**src/rtl/sisc_pkg.sv**
```systemverilog
// Shared definitions for the SISC fetch stage: widths, opcode field, FSM states
// and next-PC select codes.
package sisc_pkg;

  localparam int ADDR_W  = 16;
  localparam int INSTR_W = 32;
  localparam int OP_MSB  = 31;
  localparam int OP_LSB  = 28;
  localparam int OP_W    = OP_MSB - OP_LSB + 1;

  localparam logic [OP_W-1:0] HALT_OP_DEF = 4'hF;

  typedef enum logic [1:0] {
    FETCH = 2'd0,
    ISSUE = 2'd1,
    HALT  = 2'd2
  } state_e;

  typedef enum logic [1:0] {
    PC_HOLD = 2'd0,
    PC_INC  = 2'd1,
    PC_REL  = 2'd2,
    PC_ABS  = 2'd3
  } pc_sel_e;

  function automatic logic [OP_W-1:0] opcode_of(input logic [INSTR_W-1:0] instr);
    return instr[OP_MSB:OP_LSB];
  endfunction

endpackage

```
**src/rtl/sisc_pc_next.sv**
```systemverilog
// Combinational next-PC select: hold, increment, relative add or absolute load,
// all with 16-bit wrap (carry dropped).
module sisc_pc_next
  import sisc_pkg::*;
(
  input  logic [ADDR_W-1:0] pc_i,
  input  pc_sel_e           sel_i,
  input  logic [ADDR_W-1:0] imm_i,
  output logic [ADDR_W-1:0] pc_next_o
);

  // Select the next program counter value.
  always_comb begin
    pc_next_o = pc_i;
    case (sel_i)
      PC_HOLD: pc_next_o = pc_i;
      PC_INC:  pc_next_o = pc_i + 16'd1;
      PC_REL:  pc_next_o = pc_i + imm_i;
      PC_ABS:  pc_next_o = imm_i;
      default: pc_next_o = pc_i;
    endcase
  end

endmodule

```
**src/rtl/sisc_fetch.sv**
```systemverilog
// SISC instruction fetch stage: owns the PC, captures instructions into ir and
// hands them to decode over valid/ready, applying taken branches and HALT.
module sisc_fetch
  import sisc_pkg::*;
#(
  parameter logic [ADDR_W-1:0] RESET_PC = 16'h0000,
  parameter logic [OP_W-1:0]   HALT_OP  = HALT_OP_DEF
) (
  input  logic               clk,
  input  logic               rst,
  output logic [ADDR_W-1:0]  im_addr,
  input  logic [INSTR_W-1:0] im_data,
  output logic [INSTR_W-1:0] ir,
  output logic               ir_valid,
  input  logic               ir_ready,
  input  logic               br_taken,
  input  logic               br_abs,
  input  logic [ADDR_W-1:0]  br_imm,
  output logic [ADDR_W-1:0]  pc,
  output logic               halted
);

  state_e             state_q, state_d;
  logic [ADDR_W-1:0]  pc_q, pc_d;
  logic [INSTR_W-1:0] ir_q, ir_d;
  logic               ir_valid_q, ir_valid_d;
  logic               halted_q, halted_d;
  pc_sel_e            pc_sel_s;
  logic               is_halt_s;
  logic               accept_s;

  assign is_halt_s = (opcode_of(im_data) == HALT_OP);
  assign accept_s  = ir_valid_q & ir_ready;

  sisc_pc_next u_pc_next (
    .pc_i      (pc_q),
    .sel_i     (pc_sel_s),
    .imm_i     (br_imm),
    .pc_next_o (pc_d)
  );

  // State and datapath registers with synchronous reset.
  always_ff @(posedge clk) begin
    if (rst) begin
      state_q    <= FETCH;
      pc_q       <= RESET_PC;
      ir_q       <= 32'h0000_0000;
      ir_valid_q <= 1'b0;
      halted_q   <= 1'b0;
    end else begin
      state_q    <= state_d;
      pc_q       <= pc_d;
      ir_q       <= ir_d;
      ir_valid_q <= ir_valid_d;
      halted_q   <= halted_d;
    end
  end

  // Next-state logic; HALT is absorbing until reset.
  always_comb begin
    state_d = state_q;
    case (state_q)
      FETCH: begin
        if (is_halt_s) begin
          state_d = HALT;
        end else begin
          state_d = ISSUE;
        end
      end
      ISSUE: begin
        if (accept_s) begin
          state_d = FETCH;
        end else begin
          state_d = ISSUE;
        end
      end
      HALT:    state_d = HALT;
      default: state_d = FETCH;
    endcase
  end

  // Per-state datapath controls; branch inputs are only looked at on acceptance in ISSUE.
  always_comb begin
    pc_sel_s   = PC_HOLD;
    ir_d       = ir_q;
    ir_valid_d = ir_valid_q;
    halted_d   = halted_q;
    case (state_q)
      FETCH: begin
        ir_d       = im_data;
        ir_valid_d = 1'b1;
        pc_sel_s   = PC_INC;
        halted_d   = is_halt_s;
      end
      ISSUE: begin
        if (accept_s) begin
          ir_valid_d = 1'b0;
          if (br_taken) begin
            pc_sel_s = br_abs ? PC_ABS : PC_REL;
          end else begin
            pc_sel_s = PC_HOLD;
          end
        end else begin
          pc_sel_s = PC_HOLD;
        end
      end
      HALT: begin
        if (accept_s) begin
          ir_valid_d = 1'b0;
        end else begin
          ir_valid_d = ir_valid_q;
        end
      end
      default: begin
        pc_sel_s = PC_HOLD;
      end
    endcase
  end

  assign im_addr  = pc_q;
  assign pc       = pc_q;
  assign ir       = ir_q;
  assign ir_valid = ir_valid_q;
  assign halted   = halted_q;

endmodule
```
**config.mk**
```make
export PLATFORM = sky130hd
export DESIGN_NAME = sisc_fetch
export DESIGN_NICKNAME = d
export VERILOG_FILES = /design/src/rtl/sisc_pkg.sv /design/src/rtl/sisc_pc_next.sv /design/src/rtl/sisc_fetch.sv
export SDC_FILE = /design/constraint.sdc
export NUM_CORES = 1
export LEC_CHECK = 0
export BUFFER_PORTS_ARGS = -buffer_cell sky130_fd_sc_hd__buf_2
export CORE_MARGIN = 2
export CORE_UTILIZATION = 52
export CTS_BUF_LIST = sky130_fd_sc_hd__clkbuf_4 sky130_fd_sc_hd__clkbuf_8 sky130_fd_sc_hd__clkbuf_16
export DETAILED_ROUTE_END_ITERATION = 7
export PLACE_DENSITY = 0.82
export SKIP_LAST_GASP = 1
export SLEW_MARGIN = 5
export SYNTH_ARGS = -nofsm -noshare
export SYNTH_HDL_FRONTEND = slang
export SYNTH_SLANG_ARGS = --single-unit
```
**constraint.sdc**
```tcl
create_clock -name clk -period 4.95 [get_ports clk]
set_input_delay 0.2475 -clock clk [delete_from_list [all_inputs] [get_ports clk]]
set_output_delay 0.2475 -clock clk [all_outputs]
set_load 0.03 [all_outputs]
```
==> results of run 1 <==
==> cell type report <==
| cell class | count | area [um^2] | area share [%] |
|---|---|---|---|
| Timing Repair Buffer | 120 | 605.6 | 16.96 |
| Clock buffer | 5 | 68.82 | 1.927 |
| Tap cell | 72 | 90.09 | 2.523 |
| Multi-Input combinational cell | 254 | 1723 | 48.25 |
| Sequential cell | 52 | 1041 | 29.15 |
| Clock inverter | 3 | 27.53 | 0.7708 |
| Inverter | 4 | 15.01 | 0.4205 |
==> layout by cell type (no fill, tap or decap), types with 3 or more instances in the layout <==
cell	netlist	routed
or2_2	3	3
dfxtp_1	52	52
ha_1	18	17
buf_2	2	118
mux2i_1	32	32
nor3_1	5	5
a22oi_1	5	5
nor2_1	57	57
nand2b_1	3	3
a21o_1	4	4
a211oi_1	7	7
a311oi_1	4	4
o21ai_0	4	4
inv_1	4	4
nand2_1	29	29
a21oi_1	14	14
xnor2_1	7	7
clkbuf_8	0	5
nand3_1	3	3
and2_1	17	17
xor2_1	3	3
o22ai_1	6	6
==> worst max-delay path, cell delays in order (launching register included) <==
cell	delay, ns
dfxtp_1	0.34
inv_1	0.09
ha_1	0.24
nand4_2	0.16
nor3_1	0.16
buf_4	0.23
nand2b_1	0.08
ha_1	0.22
fa_1	0.41
a21o_1	0.22
a21boi_1	0.28
o21bai_1	0.12
a21oi_1	0.19
xor2_1	0.16
a211oi_1	0.08
==> power groups by stage <==
stage          sequential, mW  clock (mW)  combinational [mW]
2_1_floorplan           0.559           0               0.173
3_3_place_gp            0.489           0               0.318
3_5_place_dp            0.490           0               0.322
4_1_cts                 0.481       0.269               0.322
5_1_grt                 0.487       0.283               0.348
6_report                0.482       0.258               0.320
==> flip-flops by register name, indices dropped and copies added, names as in the netlist <==
register and flops:
halted 1, im_addr 16, ir 32, ir_valid 1
state_q 2
==> metrics by stage <==
step / total power [mW] / hold slack, ns / instance area [um^2] / worst slack [ns]
detailed placement: 0.8121 / 0.4536 / 3475 / 1.878
finish: 1.060 / 0.1671 / 3571 / 1.838
global placement: 0.8071 / 0.4545 / 3475 / 1.956
floorplan: 0.7323 / 0.3947 / 2963 / 2.030
CTS: 1.073 / 0.1613 / 3571 / 1.848
global route: 1.118 / 0.1632 / 3571 / 1.542
==> logic make-up after synthesis <==
| group | count (synthesis) |
|---|---|
| simple gates | 128 |
| mux | 34 |
| xor+xnor | 10 |
| compound gates | 63 |
| fa+ha+maj | 19 |
| buf+inv | 35 |
| flops | 52 |
==> routing by layer <==
metal | vias up | global-route usage, % | share of wire, % | routed length [um]
li1 | 1372 | - | - | -
met1 | 1271 | 28.06 | 43 | 3012
met2 | 95 | 38.82 | 49 | 3419
met3 | 10 | 4.525 | 6.0 | 420
met4 | 0 | 7.759 | 1.8 | 125
met5 | - | 0 | 0 | 0
==> worst paths after layout <==
check | from | to | slack [ns] | cells after the start
worst max-delay path | state_q[1] | im_addr[8] | 1.84 | 14
worst min-delay path | im_data[23] | ir[23] | 0.17 | 3
worst max register to register | state_q[1] | im_addr[8] | 1.84 | 14
worst min register to register | halted | halted | 0.47 | 2
==> metrics, run 1 <==
Non-Filler Instances=510; arrival time worst endpoint=3.27 ns; GRT overflow=0; main combinational cell family by area after synthesis=simple AND/OR/NAND/NOR gates; Sink Count=52; post-layout net count=509; setup TNS=0 ns; routed len/inst=13.68 um; die height=79.49 um; Post-Synth XOR/XNOR Area=2.956%; status=finished clean; post-synth top area share=35.14%; ys flop type=dfxtp_1; combinational share of power=30.2%; # IOs=119; P_sw=0.3882 mW; Post-synth EDFFs=0; CTS max path bufs=2; post-CTS resize count=0; Hold/Removal Path Class=in2reg; PortBufs=118; cell count after synthesis=341; TritonCTS Buffers=5; die area=6318 um^2; area grow syn2layout=20.52%; sequential area share after synthesis=35.14%; largest net degree at the start of global routing=56; routability congestion estimate=0.9058; max-slew violation count=0; # hold bufs at CTS=0; Synth Area in Adders=8.277%; CTS tree=yes; crit-path max FO=16; fin crit period=3.112 ns; drt pass-1 iters=5; syn_nets=413; Synth area leaders=dfxtp_1 35%, mux2i_1 11%, ha_1 7.6%; Syn. warnings=0; worst skew pair latency=0.31 ns; Worst Tran Pin Value=0.9646 ns; Root Buffer=clkbuf_8; routed vias=2748; clock share of power=24.4%; Initial Utilization=53.81%; # rows=27; detailed router's first-iteration violation count=139; vias in the first global route=2595; # H-tree levels=2; Post-route DRC=0; P_leak=1.854 nW; Switching Fraction=36.61%; # diodes=0; CP Launch Type=register; Fillers=477; unrepaired setup endpoints after global routing=false; placed cells=502; die width=79.49 um; flops & latches, synth=52; final WL=6.978 mm; Int Pwr=0.6720 mW; Slew HR=35.70%; CP Class=reg2reg; core area=5507 um^2; Synth area leader=dfxtp_1; Antenna Nets Post-Route=0; CP Data Required Time=5.11 ns; post-synth cell types=53; post-synthesis mux area share=11.57%; Final Hold Fails=0; Final Setup Violations=0; Worst-path clk slew=0.11 ns; gr usage total=22.59%; worst vdd ir=0.1586 mV; Synth async-reset ratio=0%; simple-gate share of the synthesized area=19.93%; CP endpoint kind=register; post-synthesis compound-gate area fraction=15.33%; Syn Std Cell Area=2963 um^2; Vias/cell=5.388; most frequent cell after synthesis=nor2_1; Power Density=296.9 nW/um^2; Final period util=62.88%; Post-synth top cells=57 x nor2_1, 52 x dfxtp_1, 32 x mux2i_1, 29 x nand2_1, 18 x ha_1; post-CTS setup buffers=0; first-pass GRT wire length=11.59 mm; max-cap viol count=0; Final Core Density=64.85%; Syn Area/Cell=8.689 um^2; clock skew=0.01166 ns; sequential power share=45.4%; fmax=321.3 MHz; initial antenna violation count=0; DP Wirelength=5.155 mm; share of layout cells above drive strength 1=32.19%
(Power assumes the default switching activity.)
==> run 2: changes to the inputs <==
--- a/config.mk
+++ b/config.mk
@@ -7,10 +7,10 @@
 export LEC_CHECK = 0
 export BUFFER_PORTS_ARGS = -buffer_cell sky130_fd_sc_hd__buf_2
 export CORE_MARGIN = 2
-export CORE_UTILIZATION = 52
+export CORE_UTILIZATION = 44
 export CTS_BUF_LIST = sky130_fd_sc_hd__clkbuf_4 sky130_fd_sc_hd__clkbuf_8 sky130_fd_sc_hd__clkbuf_16
 export DETAILED_ROUTE_END_ITERATION = 7
-export PLACE_DENSITY = 0.82
+export PLACE_DENSITY = 0.74
 export SKIP_LAST_GASP = 1
 export SLEW_MARGIN = 5
 export SYNTH_ARGS = -nofsm -noshare
==> constraint.sdc (replaced) <==
create_clock -name clk -period 2.5 [get_ports clk]
set_input_delay 0.125 -clock clk [delete_from_list [all_inputs] [get_ports clk]]
set_output_delay 0.125 -clock clk [all_outputs]
set_load 0.03 [all_outputs]
==> run 2 against run 1 <==
The flow now finishes with violations (setup timing). Setup slack worse by 1.9 ns. Worst hold slack worse by 0.12 ns. Sequential share of layout area is 4.0 points lower. Register-to-register slack worse by 1.9 ns. Sequential cell count stayed put. Clock skew is 0.010 ns lower. Total power is 110% higher. Sequential power is 100% higher. Combinational power is 130% higher. Clock power is 100% higher. Critical path depth is 2 lower. Critical path type unchanged. Highest routed layer unchanged.
==> metrics, run 2 (synthesis gave the netlist of run 1 again) <==
status=finished, violations left (was finished clean); violated checks=setup timing; Final Hold Fails=0 (unchanged); core area=6422 um^2 (was 5507 um^2); Initial Utilization=46.13% (was 53.81%); final WL=8.103 mm (was 6.978 mm); DP Worst Slack=-0.1421 ns (was 1.878 ns); largest net degree at the start of global routing=37 (was 56); Fillers=529 (was 477); Slew HR=61.63% (was 35.70%); commonest non-fill, non-tap cells in the layout=118 x buf_2, 54 x nor2_1, 49 x dfxtp_1, 39 x buf_4, 32 x mux2i_1 (was 118 x buf_2, 57 x nor2_1, 52 x dfxtp_1, 32 x mux2i_1, 29 x nand2_1); R2R setup slack=-0.10 ns (was 1.84 ns); hold slack=0.04558 ns (was 0.1671 ns); most common cell after layout, fill and taps aside=buf_2 (unchanged); CTS max path bufs=2 (unchanged); die width=86.06 um (was 79.49 um); Non-Filler Instances=554 (was 510); arrival time worst endpoint=2.84 ns (was 3.27 ns); CP endpoint kind=register (unchanged); Power Density=532.8 nW/um^2 (was 296.9 nW/um^2); # H-tree levels=2 (unchanged); P_leak=2.065 nW (was 1.854 nW); Worst-path clk slew=0.10 ns (was 0.11 ns); CP max stage delay=0.39 ns (was 0.41 ns); TritonCTS Buffers=5 (unchanged); share of layout cells above drive strength 1=46.33% (was 32.19%); max-cap viol count=0 (unchanged); Root Buffer=clkbuf_8 (unchanged); Hold/Removal Path Class=in2reg (unchanged); CP Buf/Inv Count=2 (unchanged); routed vias=2905 (was 2748); max-slew violation count=0 (unchanged); DP Wirelength=5.724 mm (was 5.155 mm); die height=86.06 um (was 79.49 um); unrepaired setup endpoints after global routing=true (was false); Total Power Consumption=2.220 mW (was 1.060 mW); post-layout net count=548 (was 509); initial antenna violation count=0 (unchanged); area grow syn2layout=40.63% (was 20.52%); detailed router's first-iteration violation count=116 (was 139); routed len/inst=14.63 um (was 13.68 um); # IOs=119 (unchanged); Worst Tran Pin Value=0.5756 ns (was 0.9646 ns); Crit-path slowest cell=dfxtp_4 (was fa_1); Top delay family on crit path=compound AO/OA/AOI/OAI gates (unchanged); crit-path max FO=4 (was 16); PortBufs=118 (unchanged); fin crit period=2.603 ns (was 3.112 ns); worst vdd ir=0.3423 mV (was 0.1586 mV); worst skew pair latency=0.31 ns (about the same); routability congestion estimate=0.9555 (was 0.9058); CP Data Required Time=2.74 ns (was 5.11 ns); Final Setup Violations=6 (was 0); CP Launch Type=register (unchanged); clock skew=0.001623 ns (was 0.01166 ns); drt pass-1 iters=4 (was 5); first-pass GRT wire length=12.89 mm (was 11.59 mm); setup TNS=-0.3528 ns (was 0 ns); Sink Count=52 (unchanged); gr usage total=21.62% (was 22.59%); # diodes=0 (unchanged); CP Class=reg2reg (unchanged); # rows=29 (was 27); worst setup margin=-0.1026 ns (was 1.838 ns); CP cell instances=inv_1, ha_4, nor3_4, nand2b_1, ha_2, fa_2, a21o_1, a21boi_2, buf_4, o31ai_4, a311o_1, a211oi_2 (was inv_1, ha_1, nand4_2, nor3_1, buf_4, nand2b_1, ha_1, fa_1, a21o_1, a21boi_1, o21bai_1, a21oi_1, xor2_1, a211oi_1); Antenna Nets Post-Route=0 (unchanged); GRT overflow=0 (unchanged); max reg flops=32 (unchanged); fmax=384.2 MHz (was 321.3 MHz); Final period util=104.1% (was 62.88%); Vias/cell=5.244 (was 5.388); vias in the first global route=2835 (was 2595); CTS tree=yes (unchanged); Post-route DRC=0 (unchanged); die area=7406 um^2 (was 6318 um^2); placed cells=536 (was 502)
## run 2: path summary, 6_finish.rpt
kind                                  start     endpoint  depth (start not counted)
worst max-delay path             state_q[0]  im_addr[14]                         12
worst min-delay path            im_data[18]       ir[18]                          3
worst min register to register       halted       halted                          2
worst max register to register   state_q[0]  im_addr[14]                         12
## run 2: final cells by class
class                      instances  area, um^2  share of cell area (%)
tap                               77       96.34                   2.312
clock buffer                       6       76.32                   1.832
multi-input combinational        254        2006                   48.14
clock inverter                     2       17.52                  0.4204
timing repair buffer             159       905.9                   21.74
sequential                        52        1047                   25.14
inverter                           4       17.52                  0.4204
## run 2: per-layer routing
layer | track usage (%) | up-vias | share of wire (%)
met5 | 0 | - | 0
met2 | 39.18 | 113 | 50
met3 | 6.064 | 15 | 7.6
met1 | 24.41 | 1331 | 41
met4 | 6.638 | 0 | 1.9
li1 | - | 1446 | -
## run 2: metrics by stage
step,utilization (%),instance area (um^2)
6_report,64.87,4167
5_1_grt,64.87,4167
2_1_floorplan,-,3032
3_3_place_gp,58.39,3750
4_1_cts,63.16,4056
3_5_place_dp,58.39,3750
## run 2: repair_timing
action / 4_1_cts / 5_1_grt
buffers inserted: 7 / 4
pin swaps: 24 / 20
resized for setup: 26 / 15
hold buffers: 0 / 0
setup endpoints to repair: 10 / 13
## run 2: report_power, final
part	leakage (nW)	internal [mW]	switching, mW
sequential	0.430	0.902	0.0635
combinational	1.59	0.292	0.440
clock	0.0496	0.217	0.306
total	2.07	1.41	0.809
## run 2: worst reg2reg max path, cell delays in order (launching register included)
cell,delay [ns]
dfxtp_4,0.39
inv_1,0.08
ha_4,0.17
nor3_4,0.23
nand2b_1,0.09
ha_2,0.19
fa_2,0.34
a21o_1,0.19
a21boi_2,0.18
buf_4,0.15
o31ai_4,0.08
a311o_1,0.29
a211oi_2,0.13
